==> src/rtl/mole_pkg.sv <==
// rtl/mole_pkg.sv - shared defaults, slot event type and saturation width rule for the mole board
package mole_pkg;

  localparam int DEF_N_HOLES = 5;
  localparam int DEF_LIFE_W  = 8;
  localparam int DEF_SCORE_W = 8;

  // One guard bit above the wider operand lets a sum be compared against the ceiling before truncation.
  localparam int SAT_GUARD_BITS = 1;

  typedef struct packed {
    logic valid_hit;
    logic expire;
  } slot_evt_t;

  function automatic int sat_width(input int score_w, input int inc_w);
    return ((score_w > inc_w) ? score_w : inc_w) + SAT_GUARD_BITS;
  endfunction

endpackage

==> src/rtl/mole_slot.sv <==
// rtl/mole_slot.sv - one hole: active bit, lifetime down-counter, hit/expire events and load override
module mole_slot
  import mole_pkg::*;
#(
  parameter int LIFE_W = DEF_LIFE_W
) (
  input  logic              clk,
  input  logic              rst_n,
  input  logic              hit,
  input  logic              load,
  input  logic [LIFE_W-1:0] life,
  output logic              active,
  output slot_evt_t         evt
);

  logic [LIFE_W-1:0] cnt;

  // A hit on the final cycle wins over expiry.
  always_comb begin
    evt.valid_hit = hit & active;
    evt.expire    = active & ~hit & (cnt == LIFE_W'(1));
  end

  always_ff @(posedge clk) begin
    if (!rst_n) begin
      active <= 1'b0;
      cnt    <= '0;
    end else if (load) begin
      active <= 1'b1;
      cnt    <= life;
    end else if (evt.valid_hit || evt.expire) begin
      active <= 1'b0;
      cnt    <= '0;
    end else if (active && (cnt != '0)) begin
      cnt <= cnt - LIFE_W'(1);
    end
  end

endmodule

==> src/rtl/mole_board.sv <==
// rtl/mole_board.sv - whack-a-mole board with saturating score; MOLE_MISS_PENALTY_EN enables miss penalty
module mole_board
  import mole_pkg::*;
#(
  parameter int N_HOLES = DEF_N_HOLES,
  parameter int LIFE_W  = DEF_LIFE_W,
  parameter int SCORE_W = DEF_SCORE_W
) (
  input  logic               clk,
  input  logic               rst_n,
  input  logic               load,
  input  logic [N_HOLES-1:0] loadval,
  input  logic [LIFE_W-1:0]  life,
  input  logic [N_HOLES-1:0] hit,
  input  logic               clear_score,
  output logic               score_trigger,
  output logic               miss_trigger,
  output logic               escape_trigger,
  output logic [N_HOLES-1:0] board_state,
  output logic [SCORE_W-1:0] score
);

  localparam int PC_W  = $clog2(N_HOLES + 1);
  localparam int EXT_W = sat_width(SCORE_W, PC_W);
  localparam logic [EXT_W-1:0] SCORE_MAX = {{(EXT_W-SCORE_W){1'b0}}, {SCORE_W{1'b1}}};

  logic [N_HOLES-1:0] valid_hits;
  logic [N_HOLES-1:0] expires;
  logic [PC_W-1:0]    hit_cnt;
  logic [EXT_W-1:0]   sum;
  logic [SCORE_W-1:0] score_next;
  logic               sat_unused;

  function automatic logic [PC_W-1:0] popcount(input logic [N_HOLES-1:0] v);
    logic [PC_W-1:0] c;
    c = '0;
    for (int i = 0; i < N_HOLES; i++) c = c + PC_W'(v[i]);
    return c;
  endfunction

  for (genvar g = 0; g < N_HOLES; g++) begin : g_slot
    slot_evt_t evt;

    mole_slot #(.LIFE_W(LIFE_W)) u_slot (
      .clk    (clk),
      .rst_n  (rst_n),
      .hit    (hit[g]),
      .load   (load & loadval[g]),
      .life   (life),
      .active (board_state[g]),
      .evt    (evt)
    );

    assign valid_hits[g] = evt.valid_hit;
    assign expires[g]    = evt.expire;
  end

  assign hit_cnt = popcount(valid_hits);

`ifdef MOLE_MISS_PENALTY_EN
  logic [N_HOLES-1:0] misses;
  logic [PC_W-1:0]    miss_cnt;

  assign misses   = hit & ~board_state;
  assign miss_cnt = popcount(misses);
`endif

  // Increments saturate first; the miss penalty then floors at zero.
  always_comb begin
    sum = EXT_W'(score) + EXT_W'(hit_cnt);
    if (sum > SCORE_MAX) sum = SCORE_MAX;
`ifdef MOLE_MISS_PENALTY_EN
    if (sum > EXT_W'(miss_cnt)) sum = sum - EXT_W'(miss_cnt);
    else sum = '0;
`endif
    score_next = sum[SCORE_W-1:0];
  end

  assign sat_unused = ^sum[EXT_W-1:SCORE_W];

  always_ff @(posedge clk) begin
    if (!rst_n) begin
      score          <= '0;
      score_trigger  <= 1'b0;
      escape_trigger <= 1'b0;
    end else begin
      score          <= clear_score ? '0 : score_next;
      score_trigger  <= |valid_hits;
      escape_trigger <= |expires;
    end
  end

`ifdef MOLE_MISS_PENALTY_EN
  always_ff @(posedge clk) begin
    if (!rst_n) miss_trigger <= 1'b0;
    else miss_trigger <= |misses;
  end
`else
  assign miss_trigger = 1'b0;
`endif

endmodule

==> config.mk <==
export PLATFORM = sky130hd
export DESIGN_NAME = mole_board
export DESIGN_NICKNAME = d
export VERILOG_FILES = /design/src/rtl/mole_pkg.sv /design/src/rtl/mole_slot.sv /design/src/rtl/mole_board.sv
export SDC_FILE = /design/constraint.sdc
export NUM_CORES = 1
export LEC_CHECK = 0
export ABC_AREA = 1
export BUFFER_PORTS_ARGS = -buffer_cell sky130_fd_sc_hd__buf_4
export CAP_MARGIN = 20
export CORE_AREA = 2 2 85 87
export DETAILED_ROUTE_END_ITERATION = 16
export DIE_AREA = 0 0 87 89
export HOLD_SLACK_MARGIN = 0.02
export PLACE_DENSITY = 0.79
export SLEW_MARGIN = 20
export SYNTH_ARGS = -nofsm -noshare
export SYNTH_HDL_FRONTEND = slang
export SYNTH_SLANG_ARGS = --single-unit
==> constraint.sdc <==
create_clock -name clk -period 3.4 [get_ports clk]
set_input_delay 0.17 -clock clk [delete_from_list [all_inputs] [get_ports clk]]
set_output_delay 0.17 -clock clk [all_outputs]
set_load 0.03 [all_outputs]
==> Word level (Yosys, flattened, before mapping) <==
Index checks and enable logic that the tools add are counted.
{ "classes": {"n_mul": 0, "bitwise": 26, "add_sub_neg": 10, "n_eq_ne": 5, "n_mux": 26, "div_mod_pow": 0, "reduce_logical": 28, "order_cmp": 1, "shift": 0} }
{ "op_table": {"columns": ["op", "n"], "rows": [
  ["$mux W8", 16],
  ["$eq A8 B1 Y1 const B", 5],
  ["$reduce_bool A8 Y1", 5],
  ["$sub A8 B1 Y8 const B", 5],
  ["$and A1 B1 Y1", 20],
  ["$reduce_bool A3 Y1", 5],
  ["$mux W1", 10],
  ["$reduce_bool A2 Y1", 5],
  ["$reduce_or A5 Y1", 2],
  ["$add A8 B3 Y9", 1],
  ["$gt A9 B8 Y1 const B", 1],
  ["$add A3 B1 Y3", 2],
  ["$not A1 Y1", 6],
  ["$logic_and A1 B1 Y1", 5],
  ["$logic_or A1 B1 Y1", 5],
  ["$add A2 B1 Y3", 1],
  ["$add A1 B1 Y2", 1],
  ["$reduce_or A2 Y1", 1]
]} }
{ "totals": {"mem_bits_ro": 0, "register_bits": 55, "ramBits": 0, "latchBits": 0, "mem_count": 0} }

==> Depth between registers and ports, before layout <==
Gate-level depths: netlist of run 1.
{ "depth": {"ltp_word": 8, "depth_mapped": 16, "ltp_nobuf": 16} }

==> Cells and area by module <==
Synthesis of run 1 repeated with hierarchy kept, for this count alone.
{ "unflattened": {"hier_cells": 753, "area_unflattened_um2": 4628.2} }
{ "by_module_without_submodules": {"columns": ["mod", "instances", "seq_area_each_um2", "area_per_inst_um2", "cells_per_inst"], "rows": [
  ["mole_slot", 5, 180.2, 792.0, 132],
  ["mole_board", 1, 200.2, 668.1, 93]
]} }

==> Worst setup path after synthesis of run 1 <==
OpenSTA, ideal clock, no wires.
{ "synth_timing": {"path_type": "register -> register", "startpoint": "reg score[0]", "endpoint": "reg score[3]", "stages_incl_launch_ff": 15, "path_buffers": 0, "slack_ps": 607, "arrival_time_ps": 2677, "path_cell_list": "dfxtp_1 -> fa_1 -> inv_1 -> fa_1 -> inv_1 -> ha_1 -> fa_1 -> nand2_1 -> nand2_1 -> nand2_1 -> nor2_1 -> nand2_1 -> inv_1 -> o21ai_0 -> inv_1"} }
{ "synth_via": {"elab_chain_cells": 3} }
{ "synth_lines": {"columns": ["element", "line", "source"], "rows": [
  ["start, declared", "mole_board.sv:20", "output logic [SCORE_W-1:0] score"],
  ["start signal, assigned", "mole_board.sv:87", "score <= clear_score ? '0 : score_next;"],
  ["$add A8 B3 Y9 (*)", "mole_board.sv:70", "sum = EXT_W'(score) + EXT_W'(hit_cnt);"],
  ["$gt A9 B8 Y1", "mole_board.sv:71", "if (sum > SCORE_MAX) sum = SCORE_MAX;"],
  ["$mux W8 (*)", "mole_board.sv:71", null]
]} }
Mark *: on every way between the ends. The rest lies on a longest branch, timed or not.
A chain may end at the register's enable or synchronous reset.

==> Final worst setup path of run 1 <==
{ "layout_timing": {"startpoint": "reg g_slot[0].u_slot.active", "endpoint": "reg score[3]"} }
{ "layout_via": {"elab_chain_cells": 8} }
{ "layout_lines": {"columns": ["element", "line", "source"], "rows": [
  ["start, declared", "mole_slot.sv:12", "output logic active,"],
  ["start signal, assigned", "mole_slot.sv:26", "active <= 1'b0;"],
  ["start signal, assigned", "mole_slot.sv:29", "active <= 1'b1;"],
  ["start signal, assigned", "mole_slot.sv:32", "active <= 1'b0;"],
  ["$and A1 B1 Y1 (*)", "mole_slot.sv:20", "evt.valid_hit = hit & active;"],
  ["$add A1 B1 Y2 (*)", "mole_board.sv:37", "for (int i = 0; i < N_HOLES; i++) c = c + PC_W'(v[i]);"],
  ["$add A2 B1 Y3 (*)", "mole_board.sv:37", null],
  ["$add A3 B1 Y3 (*) (2 in series)", "mole_board.sv:37", null],
  ["$add A8 B3 Y9 (*)", "mole_board.sv:70", null],
  ["$gt A9 B8 Y1", "mole_board.sv:71", null],
  ["$mux W8 (*)", "mole_board.sv:71", null]
]} }
Marked as above.

==> qor.yml, run 1 <==
power_and_ir_drop:
  powerDensity_nw_per_um2: 434
  vdd_drop_max_mv: 0.219
  total_power_uw: 1870
  p_leak_uw: 0.00230
clocking:
  cts_made_buffers: 5
  clk_pin_slew_worst_paths_ns: 0.10
  clock_latency_ns: 0.31
  hold_buffers: 0
  tritoncts: "yes"
  post_cts_buffers: 0
  cts_buffer_depth: 2
  numClockSinks: 55
  cts_root_buffer: "clkbuf_8"
  cts_resized: 0
  cts_max_level: 2
logic_synthesis:
  yosys_register_bits: 55
  synth_cells: 638
  ys_seq_area_frac: 0.276
  yosysWarnings: 0
  async_reset_ff_frac: 0
  yosys.cell_types.count: 34
  synth_edf_count: 0
  ys_top_cells_by_area: "dfxtp_1 (28%), nand2_1 (17%), nor2_1 (13%), inv_1 (6.8%), nand3_1 (4.6%)"
  syn_area_per_cell_sq_um: 6.26
  yosys.area.top_type: "dfxtp_1"
  synth-main-ff-cell: "dfxtp_1"
  yosysTopAreaCellShare: 0.276
  synth.cell_area_sq_um: 3990
  synthesis.nets: 677
grt:
  grt_remaining_overflow: 0
  grt_usage: 0.254
  grt_max_degree: 42
  antenna_found_initial: 0
  grt_pass1_wl_mm: 15.8
  grt_pass1_vias: 3582
layout:
  seqCellArea_sq_um: 1100
  drive_gt1_frac: 0.116
  multiInputGateArea_sq_um: 2460
  post_layout_nonfiller_instances: 742
  final.fill_count: 631
  final_cell_mix: "nand2_1 (180), nor2_1 (133), inv_1 (72), dfxtp_1 (55)"
  final_common_cell: "nand2_1"
  area_growth_pct: 7.71
  fin_nets: 702
  diodes: 0
routing:
  drt_wl_total_mm: 9.44
  drt_iter0_markers: 304
  via_per_inst: 5.23
  first_pass_iters: 4
  wl_per_cell_microns: 12.7
  vias: 3879
  drt.antenna.violating_nets: 0
  drc: 0
placed_design:
  dpl.hpwl_mm: 7.10
  placed_cells: 736
  gp_congestion: 0.910
  numPortBuffers: 36
worst_setup_path:
  crit_arrival_ns: 3.28
  slowest_delay_ns: 0.49
  crit_chain: "nand2_1 -> inv_1 -> fa_1 -> inv_1 -> fa_1 -> inv_1 -> ha_1 -> fa_1 -> nand2_1 -> nand2_1 -> nand2_1 -> nor2_1 -> nand2_1 -> inv_1 -> o21ai_0 -> inv_1"
  worstSetupEndpointType: "flip-flop"
  worstPathMaxFanout: 5
  crit_slowest_cell: "fa_1"
  critPathKind: "reg -> reg"
  cp.required_ns: 3.61
  r2r_slack_ns: 0.33
  cp-start-kind: "flip-flop"
job:
  drv.max_cap_violation_count: 0
timing:
  slew_violations: 0
  setup_viol: 0
  max_freq_mhz: 326
  fin_crit_ns: 3.07
  rsz0062_at_grt: "false"
  fin_setup_tns_ns: 0
  final.period_utilization: 0.902
  hold_violations: 0
  finalClockSkew_ns: 0.00522
floorplanning:
  die_width_microns: 87
  fp.dieArea_sq_um: 7740
  floorplan.rows: 30
  core_sq_um: 6720
  fp.dieH_microns: 89
  ioPinCount: 38
  initial_utilization: 0.594
status:
  status: "complete, no violations"
min_path:
  min_path_type: "in -> reg"
per-layer routing:
layer,vias up,share of wire,wire length (microns),GRT usage
li1,2029,-,-,-
met1,1746,0.45,4250,0.331
met2,87,0.47,4420,0.441
met3,17,0.065,609,0.0351
met4,0,0.017,164,0.0724
met5,-,0,0,0
where the power goes:
group,switching (uW),internal (uW)
logic,465,272
clock network,215,139
registers,61.5,716
total,741,1130
Yosys cell counts, types with 4 or more instances:
library cell,n
xor2_1,18
ha_1,14
nor2_1,133
buf_2,4
a21oi_1,13
o21bai_1,6
nand3_4,4
nand3_1,37
nor2_2,7
nand2_2,8
nand4_1,22
inv_1,72
o21ai_0,22
dfxtp_1,55
nand2_1,180
buf_4,9
worst paths after layout:
| check | from | endpoint | cells past startpoint |
|---|---|---|---|
| setup reg to reg | g_slot[0].u_slot.active | score[3] | 16 |
| hold / removal | clear_score | score[5] | 4 |
| setup / recovery | g_slot[0].u_slot.active | score[3] | 16 |
| hold reg to reg | score[6] | score[6] | 2 |
per-stage QoR:
step / instance area [sq um] / util / hold slack, ns / setup WS (ns)
2_1_floorplan: 3990 / - / 0.338 / 0.607
3_3_place_gp: 4230 / 0.629 / 0.441 / 0.412
3_5_place_dp: 4230 / 0.629 / 0.445 / 0.328
4_1_cts: 4300 / 0.640 / 0.112 / 0.326
5_1_grt: 4300 / 0.640 / 0.117 / 0.169
6_report: 4300 / 0.640 / 0.121 / 0.334
area by class of cell:
cell class,instances,share of cell area
Timing Repair Buffer,37,0.0646
Clock buffer,6,0.0169
Tap cell,80,0.0233
Inverter,77,0.0678
Sequential cell,55,0.256
Multi-Input combinational cell,487,0.572
sequential cells by signal, summed over array words and instances, names as in the netlist:
register,count
g_slot.u_slot.cnt,40
score_trigger,1
g_slot.u_slot.active,5
score,8
escape_trigger,1
worst max-delay path: cells and delay by family (launching register included):
family	cells	cell delay [ns]
simple gates	6	0.56
compound gates	1	0.16
buf+inv	5	0.31
flops	1	0.37
fa+ha+maj	4	1.56
cells by family (layout without fill, tap and decap cells):
| group | count (synthesis) | in the layout | share of synthesized area |
|---|---|---|---|
| and+or+nand+nor | 402 | 402 | 0.440 |
| buffers and inverters | 96 | 120 | 0.109 |
| DFF | 55 | 55 | 0.276 |
| AOI/OAI and AO/OA | 47 | 47 | 0.0721 |
| xor gates and xnor gates | 20 | 20 | 0.0439 |
| adders and majority gates | 17 | 17 | 0.0589 |
| other | 1 | 1 | 0.000939 |
No activity file was read; power rests on OpenSTA's default activity.
==> run 2: changes to the inputs <==
ABC_AREA = default   (was 1)
PLACE_DENSITY = 0.78   (was 0.79)
==> run 2 against run 1 <==
Sequential cell count is the same; first-iteration DRC count grew 29%; clock skew grew 0.0063 ns; clock power grew 50%; cell area grew 0.15%; register-to-register slack lost 0.04 ns; synthesized cell count shrank 22%; setup slack lost 0.035 ns; power grew 13%; global-route usage grew 3.4 points; via count grew 5.6%; highest routed layer unchanged.
==> qor.yml, run 2 <==
min_path:
  min_path_type: "in -> reg"
  worstHoldPathCells: 3  # -1
  min_from: "hit[4]"
  whs_endpoint: "g_slot[4].u_slot.cnt[1]"
power_and_ir_drop:
  internal_power_uw: 1330  # +18%
  vdd_drop_max_mv: 0.272  # +24%
  combPwrFrac: 0.362  # -0.032
  p_leak_uw: 0.00164  # -28%
  power_frac_clock: 0.250  # +0.061
  seq_power_share: 0.388  # -0.028
  powerDensity_nw_per_um2: 491  # +13%
  switching_share: 0.373  # -0.0239
  p_sw_uw: 788  # +6.3%
logic_synthesis:
  yosys_register_bits: 55  # unchanged
  yosysMostFrequentCell: "dfxtp_1"
  synth-main-ff-cell: "dfxtp_1"
  synth_commonest_cells: "dfxtp_1 (55), a21oi_1 (44), nand2_1 (39)"
  yosys.area.top_type: "dfxtp_1"
  synth.cell_area_sq_um: 3940  # -1.3%
  synth_cells: 498  # -22%
  yosysTopAreaCellShare: 0.279  # +0.00350
  ys_seq_area_frac: 0.279  # +0.00350
  ys_top_cells_by_area: "dfxtp_1 (28%), a21oi_1 (5.6%), ha_1 (4.4%), nand2_1 (3.7%), nor2_1 (3.4%)"
  yosys.cell_types.count: 62  # +82%
  async_reset_ff_frac: 0  # unchanged
  synth_edf_count: 0  # unchanged
  syn_area_per_cell_sq_um: 7.92  # +27%
  yosysWarnings: 0  # unchanged
  synthesis.nets: 537  # -21%
clocking:
  cts_root_buffer: "clkbuf_8"
  cts_max_level: 2  # unchanged
  clock_latency_ns: 0.32  # about the same
  cts_made_buffers: 5  # unchanged
  cts_buffer_depth: 2  # unchanged
  tritoncts: "yes"
  post_cts_buffers: 0  # unchanged
  numClockSinks: 55  # unchanged
  hold_buffers: 0  # unchanged
  cts_resized: 0  # unchanged
  clk_pin_slew_worst_paths_ns: 0.11  # about the same
worst_setup_path:
  critPathKind: "reg -> reg"
  crit_buf_inv: 2  # -3
  cp-start-kind: "flip-flop"
  cp.depth: 11  # -5
  worstPathMaxFanout: 7  # +2
  r2r-start: "g_slot[2].u_slot.active"
  crit_arrival_ns: 3.35  # +0.07 ns
  crit_top_cell: "fa_1"
  worstSetupEndpointType: "flip-flop"
  crit_chain: "and2_1 -> fa_1 -> inv_1 -> fa_1 -> inv_1 -> ha_1 -> fa_1 -> a21oi_1 -> nor3_1 -> and3b_1 -> nor3_1"
  r2r_slack_ns: 0.30  # -0.04 ns
  timing.rr.end: "score[6]"
  reg2reg_depth: 11  # -5
  cp.required_ns: 3.65  # +0.04 ns
  slowest_delay_ns: 0.51  # +0.02 ns
  crit_slowest_cell: "fa_1"
  crit_family: "adder cells"
floorplanning:
  floorplan.rows: 30  # unchanged
  core_sq_um: 6720  # unchanged
  die_width_microns: 87  # unchanged
  ioPinCount: 38  # unchanged
  initial_utilization: 0.587  # -0.00745
  fp.dieH_microns: 89  # unchanged
  fp.dieArea_sq_um: 7740  # unchanged
grt:
  grt_pass1_wl_mm: 17.8  # +13%
  antenna_found_initial: 0  # unchanged
  grt_usage: 0.289  # +0.0345
  grt_pass1_vias: 3800  # +6.1%
  grt_max_degree: 41  # -2.4%
  grt_remaining_overflow: 0  # unchanged
routing:
  wl_per_cell_microns: 18.5  # +45%
  drt.antenna.violating_nets: 0  # unchanged
  drt_wl_total_mm: 11.0  # +16%
  first_pass_iters: 5  # +1
  via_per_inst: 6.91  # +32%
  drc: 0  # unchanged
  vias: 4095  # +5.6%
  drt_iter0_markers: 393  # +29%
layout:
  top_register: "g_slot.u_slot.cnt"
  largest_reg_flops: 40  # unchanged
  top_regs: "g_slot.u_slot.cnt (40), score (8), g_slot.u_slot.active (5)"
  area_growth_pct: 9.23
  drive_gt1_frac: 0.129  # +0.0123
  fin_nets: 551  # -22%
  diodes: 0  # unchanged
  final_common_cell: "dfxtp_1"
  design_area_sq_um: 4310  # +0.15%
  final_cell_mix: "dfxtp_1 (55), a21oi_1 (44), nand2_1 (39), buf_4 (37), nor2_1 (36)"
  post_layout_nonfiller_instances: 593  # -20%
placed_design:
  numPortBuffers: 36  # unchanged
  dpl.hpwl_mm: 7.63  # +7.5%
  dpl_cell_area_sq_um: 4180  # -1.3%
  dp_slack_ns: 0.297  # -0.0308 ns
  placed_cells: 585  # -21%
  gp_congestion: 0.940  # +3.2%
timing:
  timing.hold.ws_ns: 0.164  # +0.0428 ns
  finalClockSkew_ns: 0.0115  # +0.00628 ns
  fin_crit_ns: 3.10  # +0.0354 ns
  final.period_utilization: 0.912  # +0.0104
  maxSlewHeadroom: 0.322
  tightest_slew_ns: 1.01
  hold_violations: 0  # unchanged
  slew_violations: 0  # unchanged
  rsz0062_at_grt: "false"
  max_freq_mhz: 322  # -1.1%
  fin_setup_tns_ns: 0  # unchanged
  layout_setup_ws_ns: 0.298  # -0.0354 ns
  setup_viol: 0  # unchanged
job:
  drv.max_cap_violation_count: 0  # unchanged
status:
  status: "complete, no violations"
-- run 2: cell count changes in the layout (fill, tap and decap cells not counted), moves of 14 or more --
cell / change
xor2_1: -18
a21oi_1: +31
inv_1: -37
nor2_1: -97
a31oi_1: +14
nand3_1: -18
nand4_1: -18
nand2_1: -141
-- run 2: power groups by stage --
stage,clock (uW),combinational (uW),sequential [uW]
after global placement,0,732,828
after global routing,565,845,831
after detailed placement,0,747,832
after CTS,534,752,817
after floorplan,0,592,812
final,528,765,821
-- run 2: worst min-delay path: cells and delay by family --
kind | cells | cell delay (ns)
buffers and inverters | 1 | 0.10
AND/OR/NAND/NOR | 1 | 0.10
AO/OA/AOI/OAI | 1 | 0.08
-- run 2: area by class of cell --
class | instances | area [sq um]
clock inverter | 2 | 60.1
inverter | 35 | 131
multi-input combinational | 378 | 2560
fill | 581 | 2410
sequential | 55 | 1100
tap | 80 | 100
timing repair buffer | 37 | 278
clock buffer | 6 | 72.6
-- run 2: worst max-delay path by stage --
stage	endpoint	from	slack, ns
2_1_floorplan	score[6]	g_slot[2].u_slot.active	0.56
3_3_place_gp	score[5]	g_slot[2].u_slot.active	0.41
3_5_place_dp	score[6]	g_slot[2].u_slot.active	0.30
4_1_cts	score[6]	g_slot[2].u_slot.active	0.28
5_1_grt	score[5]	g_slot[2].u_slot.active	0.04
6_report	score[6]	g_slot[2].u_slot.active	0.30
-- run 2: cell families after synthesis --
kind of cell | count (synthesis) | share of synthesized area
AOI/OAI and AO/OA | 171 | 0.318
and+or+nand+nor | 186 | 0.265
other | 1 | 0.000951
DFF | 55 | 0.279
adders and majority gates | 17 | 0.0596
buffers and inverters | 65 | 0.0704
xor gates and xnor gates | 3 | 0.00666
-- run 2: metal layers --
| layer | global-route usage | vias to the layer above | part of all wire |
|---|---|---|---|
| met5 | 0 | - | 0 |
| met4 | 0.119 | 0 | 0.025 |
| met3 | 0.0508 | 30 | 0.087 |
| met2 | 0.454 | 199 | 0.45 |
| met1 | 0.392 | 1933 | 0.43 |
| li1 | - | 1933 | - |
-- run 2: metrics by stage --
stage | power, uW | utilization
6_report | 2110 | 0.641
5_1_grt | 2240 | 0.641
4_1_cts | 2100 | 0.641
3_5_place_dp | 1580 | 0.621
3_3_place_gp | 1560 | 0.621
2_1_floorplan | 1400 | -
==> run 3: changes to the inputs <==
BUFFER_PORTS_ARGS = default   (was -buffer_cell sky130_fd_sc_hd__buf_4)
CORE_AREA = 2 2 86 88   (was 2 2 85 87)
DIE_AREA = 0 0 88 90   (was 0 0 87 89)
DONT_BUFFER_PORTS = 1   (was default)
GPL_TIMING_DRIVEN = 0   (was default)
PLACE_DENSITY = 0.75   (was 0.78)
clock period = 2.79 ns   (was 3.4 ns; I/O delays follow)
==> run 3 against run 2 <==
Worst hold slack worse by 0.13 ns; wire length is 6.4% higher; non-clock buffer count up 4; register-to-register slack lost 0.28 ns; power rose by 15%; clock-buffer cell count increased by 2; cell area up 0.44%; maximum frequency increased by 12%; critical path type unchanged; critical endpoint is now score[5]; largest cell class unchanged; largest power group unchanged.
==> qor.yml, run 3 (synthesis gave the netlist of run 2 again) <==
clocking:
  cts_buffer_depth: 2  # unchanged
  cts_max_level: 2  # unchanged
  cts_root_buffer: "clkbuf_8"
  numClockSinks: 55  # unchanged
  cts_made_buffers: 5  # unchanged
  tritoncts: "yes"
  clk_pin_slew_worst_paths_ns: 0.10  # about the same
  clock_latency_ns: 0.32  # about the same
worst_setup_path:
  slowest_delay_ns: 0.50  # about the same
  crit_family: "adder cells"
  critPathKind: "reg -> reg"
  crit_arrival_ns: 2.97  # -0.38 ns
  cp.required_ns: 2.99  # -0.66 ns
  crit_slowest_cell: "fa_1"
  crit_chain: "and2_4 -> fa_1 -> inv_1 -> fa_1 -> inv_2 -> ha_4 -> fa_2 -> a21oi_4 -> nor3b_2 -> nor4_1 -> nor3_1"
  worstPathMaxFanout: 4  # -3
  worstSetupEndpointType: "flip-flop"
  crit_buf_inv: 2  # unchanged
  cp-start-kind: "flip-flop"
  crit_top_cell: "fa_1"
timing:
  rsz0062_at_grt: "true"
  maxSlewHeadroom: 0.406  # +0.0842
  hold_violations: 0  # unchanged
  timing.hold.ws_ns: 0.0381  # -0.126 ns
  final.period_utilization: 0.993  # +0.0808
  slew_violations: 0  # unchanged
  max_freq_mhz: 361  # +12%
  tightest_slew_ns: 0.883  # -0.125 ns
  fin_crit_ns: 2.77  # -0.331 ns
  finalClockSkew_ns: 0.00834  # -0.00316 ns
  fin_setup_tns_ns: 0  # unchanged
  setup_viol: 0  # unchanged
layout:
  design_area_sq_um: 4330  # +0.44%
  diodes: 0  # unchanged
  final_common_cell: "dfxtp_1"
  top_regs: "g_slot.u_slot.cnt (40), score (8), g_slot.u_slot.active (5)"
  top_register: "g_slot.u_slot.cnt"
  final.fill_count: 652  # +12%
  drive_gt1_frac: 0.124  # -0.00486
  area_growth_pct: 9.71
  final_core_util: 0.616  # -0.0249
  seqCellArea_sq_um: 1110  # +0.79%
  multiInputGateArea_sq_um: 2620  # +2.0%
  fin_nets: 555  # +0.73%
  largest_reg_flops: 40  # unchanged
  final_cell_mix: "dfxtp_1 (52), a21oi_1 (43), nand2_1 (38), nor2_1 (36), inv_1 (33)"
routing:
  wl_per_cell_microns: 18.9  # +2.4%
  via_per_inst: 6.72  # -2.7%
  drt.antenna.violating_nets: 0  # unchanged
  vias: 4137  # +1.0%
  drt_wl_total_mm: 11.7  # +6.4%
  drc: 0  # unchanged
  first_pass_iters: 5  # unchanged
  drt_iter0_markers: 470  # +20%
min_path:
  min_path_type: "in -> reg"
floorplanning:
  die_width_microns: 88  # +1.1%
  ioPinCount: 38  # unchanged
  fp.dieArea_sq_um: 7920  # +2.3%
  core_sq_um: 7020  # +4.5%
  fp.dieH_microns: 90  # +1.1%
  floorplan.rows: 31  # +3.3%
  initial_utilization: 0.562  # -0.0252
placed_design:
  dpl.hpwl_mm: 8.19  # +7.3%
  gp_congestion: 0.954  # +1.5%
  dpl_cell_area_sq_um: 4070  # -2.5%
  numPortBuffers: 0  # -100%
grt:
  grt_max_degree: 16  # -61%
  grt_usage: 0.303  # +0.0140
  grt_pass1_vias: 3771  # -0.76%
  grt_remaining_overflow: 0  # unchanged
  antenna_found_initial: 0  # unchanged
  grt_pass1_wl_mm: 19.1  # +7.2%
power_and_ir_drop:
  powerDensity_nw_per_um2: 562  # +15%
  total_power_uw: 2430  # +15%
  p_leak_uw: 0.00158  # -3.8%
  vdd_drop_max_mv: 0.245  # -10%
status:
  status: "complete, no violations"
job:
  drv.max_cap_violation_count: 0  # unchanged
-- run 3: cell type report --
cell class	count	share of cell area
Multi-Input combinational cell	378	0.605
Sequential cell	55	0.257
Buffer	30	0.0341
Inverter	35	0.0304
Tap cell	99	0.0286
Clock buffer	8	0.0231
Timing Repair Buffer	11	0.0226
-- run 3: metrics by stage --
stage                     setup slack (ns)  std cells
after global placement              -0.169        597
final                               0.0193        616
after CTS                          -0.0177        616
after detailed placement            -0.244        597
after floorplan                    0.00643        498
after global routing                -0.133        616
-- run 3: what timing repair did --
item                                    4_1_cts  5_1_grt
buffers inserted                              5        0
resized for setup                            16        2
hold buffers                                  6        0
pin swaps                                     3        2
endpoints found under the hold margin         9        0
endpoints found under the setup margin        8        8
-- run 3: metal layers --
metal  track usage  share of wire
met5             0              0
met4         0.109          0.033
met3        0.0597          0.086
met2         0.446           0.45
met1         0.435           0.43
-- run 3: worst reg2reg max path, delay by kind of cell, from the launching register on --
family	cells	cell delay, ns
compound gates	1	0.19
fa+ha+maj	4	1.53
buf+inv	2	0.10
flops	1	0.36
simple gates	4	0.49
-- run 3: final timing paths --
check	startpoint	end	slack, ns	cells after the start
max	g_slot[2].u_slot.active	score[5]	0.02	11
min	life[0]	g_slot[4].u_slot.cnt[0]	0.04	2
max reg2reg	g_slot[2].u_slot.active	score[5]	0.02	11
min reg2reg	g_slot[2].u_slot.cnt[7]	g_slot[2].u_slot.cnt[7]	0.51	2
-- run 3: report_power, final --
group	total, uW	internal (uW)	switching [uW]
Clock	500	228	272
Combinational	931	384	547
Sequential	1000	872	129
